### src/rtl/fifo_pkg.sv
// Shared definitions for the single-clock FIFO: depth helper, read-mode
// encoding and threshold legality check used at elaboration.
package fifo_pkg;

    localparam int FIFO_STD  = 0;
    localparam int FIFO_FWFT = 1;

    function automatic int depth_of(input int add_width);
        return 1 << add_width;
    endfunction

    // almost_full must be reachable and nonzero; almost_empty must stay below depth.
    function automatic bit thr_legal(input int af_thr, input int ae_thr, input int depth);
        return (af_thr >= 1) && (af_thr <= depth) && (ae_thr >= 0) && (ae_thr <= depth - 1);
    endfunction

endpackage

### src/rtl/fifo_mem.sv
// Simple dual-port register array: synchronous write, asynchronous read.
// No reset, so stale contents survive reset and flush.
module fifo_mem #(
    parameter int data_width = 8,
    parameter int add_width  = 4
) (
    input  logic                  clk,
    input  logic                  wr_en,
    input  logic [add_width-1:0]  wr_addr,
    input  logic [data_width-1:0] wr_data,
    input  logic [add_width-1:0]  rd_addr,
    output logic [data_width-1:0] rd_data
);

    logic [data_width-1:0] mem [2**add_width];

    always_ff @(posedge clk) begin
        if (wr_en) begin
            mem[wr_addr] <= wr_data;
        end
    end

    assign rd_data = mem[rd_addr];

endmodule

### src/rtl/sync_fifo_ctrl.sv
// Single-clock FIFO controller with exact count, programmable thresholds,
// standard or first-word-fall-through read mode, flush and sticky error flags.
module sync_fifo_ctrl
    import fifo_pkg::*;
#(
    parameter int data_width = 8,
    parameter int add_width  = 4,
    parameter int fwft       = FIFO_STD,
    parameter int af_thr     = 14,
    parameter int ae_thr     = 2
) (
    input  logic                  clk,
    input  logic                  rst_n,
    input  logic                  flush,
    input  logic [data_width-1:0] data_in,
    input  logic                  wr_en,
    output logic                  full,
    output logic                  almost_full,
    output logic [data_width-1:0] data_out,
    output logic                  data_valid,
    input  logic                  rd_en,
    output logic                  empty,
    output logic                  almost_empty,
    output logic [add_width:0]    count,
    output logic                  overflow,
    output logic                  underflow
);

    localparam int               DEPTH     = depth_of(add_width);
    localparam logic [add_width:0] DEPTH_LVL = (add_width + 1)'(DEPTH);
    localparam logic [add_width:0] AF_LVL    = (add_width + 1)'(af_thr);
    localparam logic [add_width:0] AE_LVL    = (add_width + 1)'(ae_thr);
    localparam logic [add_width:0] ONE       = (add_width + 1)'(1);

    if (!thr_legal(af_thr, ae_thr, DEPTH)) begin : g_bad_thr
        $error("sync_fifo_ctrl: af_thr/ae_thr out of range for depth %0d", DEPTH);
    end
    if (fwft != FIFO_STD && fwft != FIFO_FWFT) begin : g_bad_mode
        $error("sync_fifo_ctrl: fwft must be 0 or 1");
    end

    logic [add_width:0]    wr_ptr;
    logic [add_width:0]    rd_ptr;
    logic [data_width-1:0] rd_data;
    logic                  wr_acc;
    logic                  rd_acc;

    assign full         = (count == DEPTH_LVL);
    assign empty        = (count == '0);
    assign almost_full  = (count >= AF_LVL);
    assign almost_empty = (count <= AE_LVL);

    // Flush and reset both veto any access in their cycle, including the memory write.
    assign wr_acc = rst_n && !flush && wr_en && !full;
    assign rd_acc = rst_n && !flush && rd_en && !empty;

    fifo_mem #(
        .data_width (data_width),
        .add_width  (add_width)
    ) u_mem (
        .clk     (clk),
        .wr_en   (wr_acc),
        .wr_addr (wr_ptr[add_width-1:0]),
        .wr_data (data_in),
        .rd_addr (rd_ptr[add_width-1:0]),
        .rd_data (rd_data)
    );

    always_ff @(posedge clk) begin
        if (!rst_n || flush) begin
            wr_ptr    <= '0;
            rd_ptr    <= '0;
            count     <= '0;
            overflow  <= 1'b0;
            underflow <= 1'b0;
        end else begin
            if (wr_acc) begin
                wr_ptr <= wr_ptr + ONE;
            end
            if (rd_acc) begin
                rd_ptr <= rd_ptr + ONE;
            end
            case ({wr_acc, rd_acc})
                2'b10:   count <= count + ONE;
                2'b01:   count <= count - ONE;
                default: count <= count;
            endcase
            overflow  <= overflow  | (wr_en && full);
            underflow <= underflow | (rd_en && empty);
        end
    end

    if (fwft == FIFO_FWFT) begin : g_fwft
        assign data_out   = rd_data;
        assign data_valid = !empty;
    end else begin : g_std
        // Output register gives the one-cycle read latency of the standard mode.
        always_ff @(posedge clk) begin
            if (!rst_n || flush) begin
                data_out   <= '0;
                data_valid <= 1'b0;
            end else if (rd_acc) begin
                data_out   <= rd_data;
                data_valid <= 1'b1;
            end else begin
                data_valid <= 1'b0;
            end
        end
    end

endmodule

### config.mk
export PLATFORM = sky130hd
export DESIGN_NAME = sync_fifo_ctrl
export DESIGN_NICKNAME = d
export VERILOG_FILES = /design/src/rtl/fifo_pkg.sv /design/src/rtl/fifo_mem.sv /design/src/rtl/sync_fifo_ctrl.sv
export SDC_FILE = /design/constraint.sdc
export NUM_CORES = 1
export LEC_CHECK = 0
export ABC_AREA = 0
export BUFFER_PORTS_ARGS = -buffer_cell sky130_fd_sc_hd__buf_4
export CAP_MARGIN = 0
export CORE_UTILIZATION = 30
export DETAILED_ROUTE_END_ITERATION = 12
export GPL_TIMING_DRIVEN = 0
export PLACE_DENSITY = 0.45
export SYNTH_ARGS = -nofsm -noshare
export SYNTH_HDL_FRONTEND = slang
export SYNTH_SLANG_ARGS = --single-unit
### constraint.sdc
create_clock -name clk -period 3.4 [get_ports clk]
set_input_delay 0.68 -clock clk [delete_from_list [all_inputs] [get_ports clk]]
set_output_delay 0.68 -clock clk [all_outputs]
set_load 0.005 [all_outputs]
==> metrics.csv <==
metric;value;unit
Critical Path End Type;flip-flop;
GP Congestion;0.738;
P per Cell Area;541;nW/um^2
worst hold stages;2;
crit path from;count[0];
initial DRC count;236;
Setup Crit Path Kind;flip-flop to flip-flop;
Syn. warnings;0;
FF+latch area;4320;um^2
CTS Hold Bufs;0;
Hold Path Class;flip-flop to flip-flop;
peak supply drop;306;uV
Filler cells;1894;
Post-Synthesis Cell Area;6120;um^2
vias in the first global route;3545;
routed wire length per instance;20.2;um
initial antenna violation count;0;
min cycle time layout;3.07;ns
IO Count;33;
Finished Layout Cells;730;
# DRC;0;
layout cells sized above 1;17.6;%
Top FF cell, synth;edfxtp_1;
chip width;145;um
global-route wire length before repair;22100;um
Vias/cell;4.75;
post-synth top area share;62.8;%
largest net degree at the start of global routing;17;
Final Hold Viols;0;
Post-Route WL;14700;um
status;finished clean;
Leak;2.36;nW
Max Root-Sink Buffers;2;
Synth area leaders;edfxtp_1 (63%), mux2i_1 (10%), dfxtp_1 (7.9%);
reg-to-reg critical path startpoint;count[0];
most frequent cells in the layout;edfxtp_1 (128), mux2i_1 (64), buf_4 (33);
Syn Nets;425;
area occupied by multi-input gates;1690;um^2
RSZ-0062 raised after global routing;no;
CP Data Arrival Time;3.42;ns
number of gates resized after CTS;0;
Skew-Pair Late Insertion Delay;0.42;ns
Hold Path Origin;overflow;
H-tree levels;4;
cells after synthesis;402;
required time of the critical path;3.75;ns
maximum capacitance violations;0;
Post-Place Cells;699;
Core Region;19700;um^2
HPWL Detailed;9750;um
Initial DRT Pass Iterations;4;
row count;51;
Syn Area/Cell;15.2;um^2
most common cell after layout, fill and taps aside;edfxtp_1;
CP startpoint kind;flip-flop;
final setup fails;0;
vias after detailed routing;3467;
fmax;0.326;GHz
CP max FO;7;
postcts setup bufs;0;
Final Cell Area;7280;um^2
Worst-Margin Slew;0.922;ns
final net count;476;
FF-to-FF End;count[4];
Layout area overhead;19.1;%
CTS root buffer;clkbuf_16;
post-synth cell types;38;
antenna cell count;0;
IO Port Bufs;32;
Total GRT Usage;15.4;%
Clock Skews;0.0101;ns
full die area;21000;um^2
post-placement cell area;6700;um^2
CTS Buf Count;17;
starting density of the core;31.0;%
post-layout util;36.9;%
sequential share of the synthesized area;70.7;%
setup TNS;0;ns
Reg clk slew, reported paths;0.06;ns
Seq cells post-synth;152;
Worst slew margin;38.3;%
Final Cycle Share;90.3;%
worst hold slack;0.470;ns
total grt overflow;0;
setup slack, reg-to-reg;0.33;ns
ys async rst share;0;%
CP Capture Point;count[4];
Routed Antenna Nets;0;
Register-to-Register Path Depth;10;
clk sinks;152;
EDFF count, synth;128;
area leader, netlist;edfxtp_1;
Die Ht;145;um
CTS tree;done;
max-slew violations;0;
routing by layer:
metal  track usage, %  vias up  wire length, um
met2             25.0       52             7150
met5                0        -                0
met3             4.21       12              497
li1                 -     1654                -
met4             5.54        0              209
met1             19.6     1749             6870
cells by family (layout without fill, tap and decap cells):
group	count (synthesis)	in the layout	synth area share, %
simple gates	72	72	5.89
mux	66	66	11.2
flops	152	152	70.7
compound gates	66	66	6.85
fa+ha+maj	10	10	2.17
buf+inv	28	91	2.03
xor+xnor	8	8	1.15
worst min path at each step:
stage,to,slack (ns)
after floorplan,overflow,0.46
after global placement,underflow,0.46
after detailed placement,overflow,0.46
after CTS,overflow,0.48
after global routing,underflow,0.53
final,overflow,0.47
worst max-delay path, stage by stage (launching register included):
cell and delay (ns):
dfxtp_1 0.40, or4_1 0.54, buf_2 0.19, o21ai_2 0.20
nor2_1 0.07, ha_1 0.32, fa_1 0.43, a21o_1 0.17
a21oi_1 0.18, mux2i_1 0.29, mux2i_1 0.20
per-stage QoR:
stage / power (mW) / setup WS, ns
2_1_floorplan: 2.09 / 0.565
6_report: 3.94 / 0.330
5_1_grt: 4.07 / 0.152
4_1_cts: 3.98 / 0.336
3_3_place_gp: 2.15 / -0.0757
3_5_place_dp: 2.15 / -0.0621
synthesized netlist by cell type, types with 3 or more instances:
library cell / number
a21oi_1: 15
buf_2: 12
clkbuf_1: 10
dfxtp_1: 24
edfxtp_1: 128
ha_1: 9
inv_1: 5
mux2i_1: 64
nand2_1: 10
nand2b_1: 3
nand3_1: 5
nand3b_1: 4
nor2_1: 29
nor3_1: 5
nor4_1: 7
o21ai_0: 9
o22ai_1: 30
xnor2_1: 4
xor2_1: 4
registers in the layout (all words and copies together), names as in the netlist:
signal	flops
rd_ptr	4
u_mem.mem	128
data_out	8
underflow	1
count	5
overflow	1
wr_ptr	4
data_valid	1
layout make-up:
class                           count  share of cell area (%)
Buffer                             23                    1.44
Clock buffer                       23                    6.56
Timing Repair Buffer               32                    3.30
Inverter                            5                   0.258
Clock inverter                      8                    1.36
Multi-Input combinational cell    222                    23.2
Tap cell                          265                    4.55
Sequential cell                   152                    59.4
where the power goes:
part / total, mW / switching (mW) / leakage [nW] / internal [mW]
Combinational: 0.0790 / 0.0554 / 0.745 / 0.0236
Sequential: 2.03 / 0.00387 / 1.35 / 2.02
Clock: 1.84 / 0.706 / 0.269 / 1.13
Power figures use the tool's default switching activity.
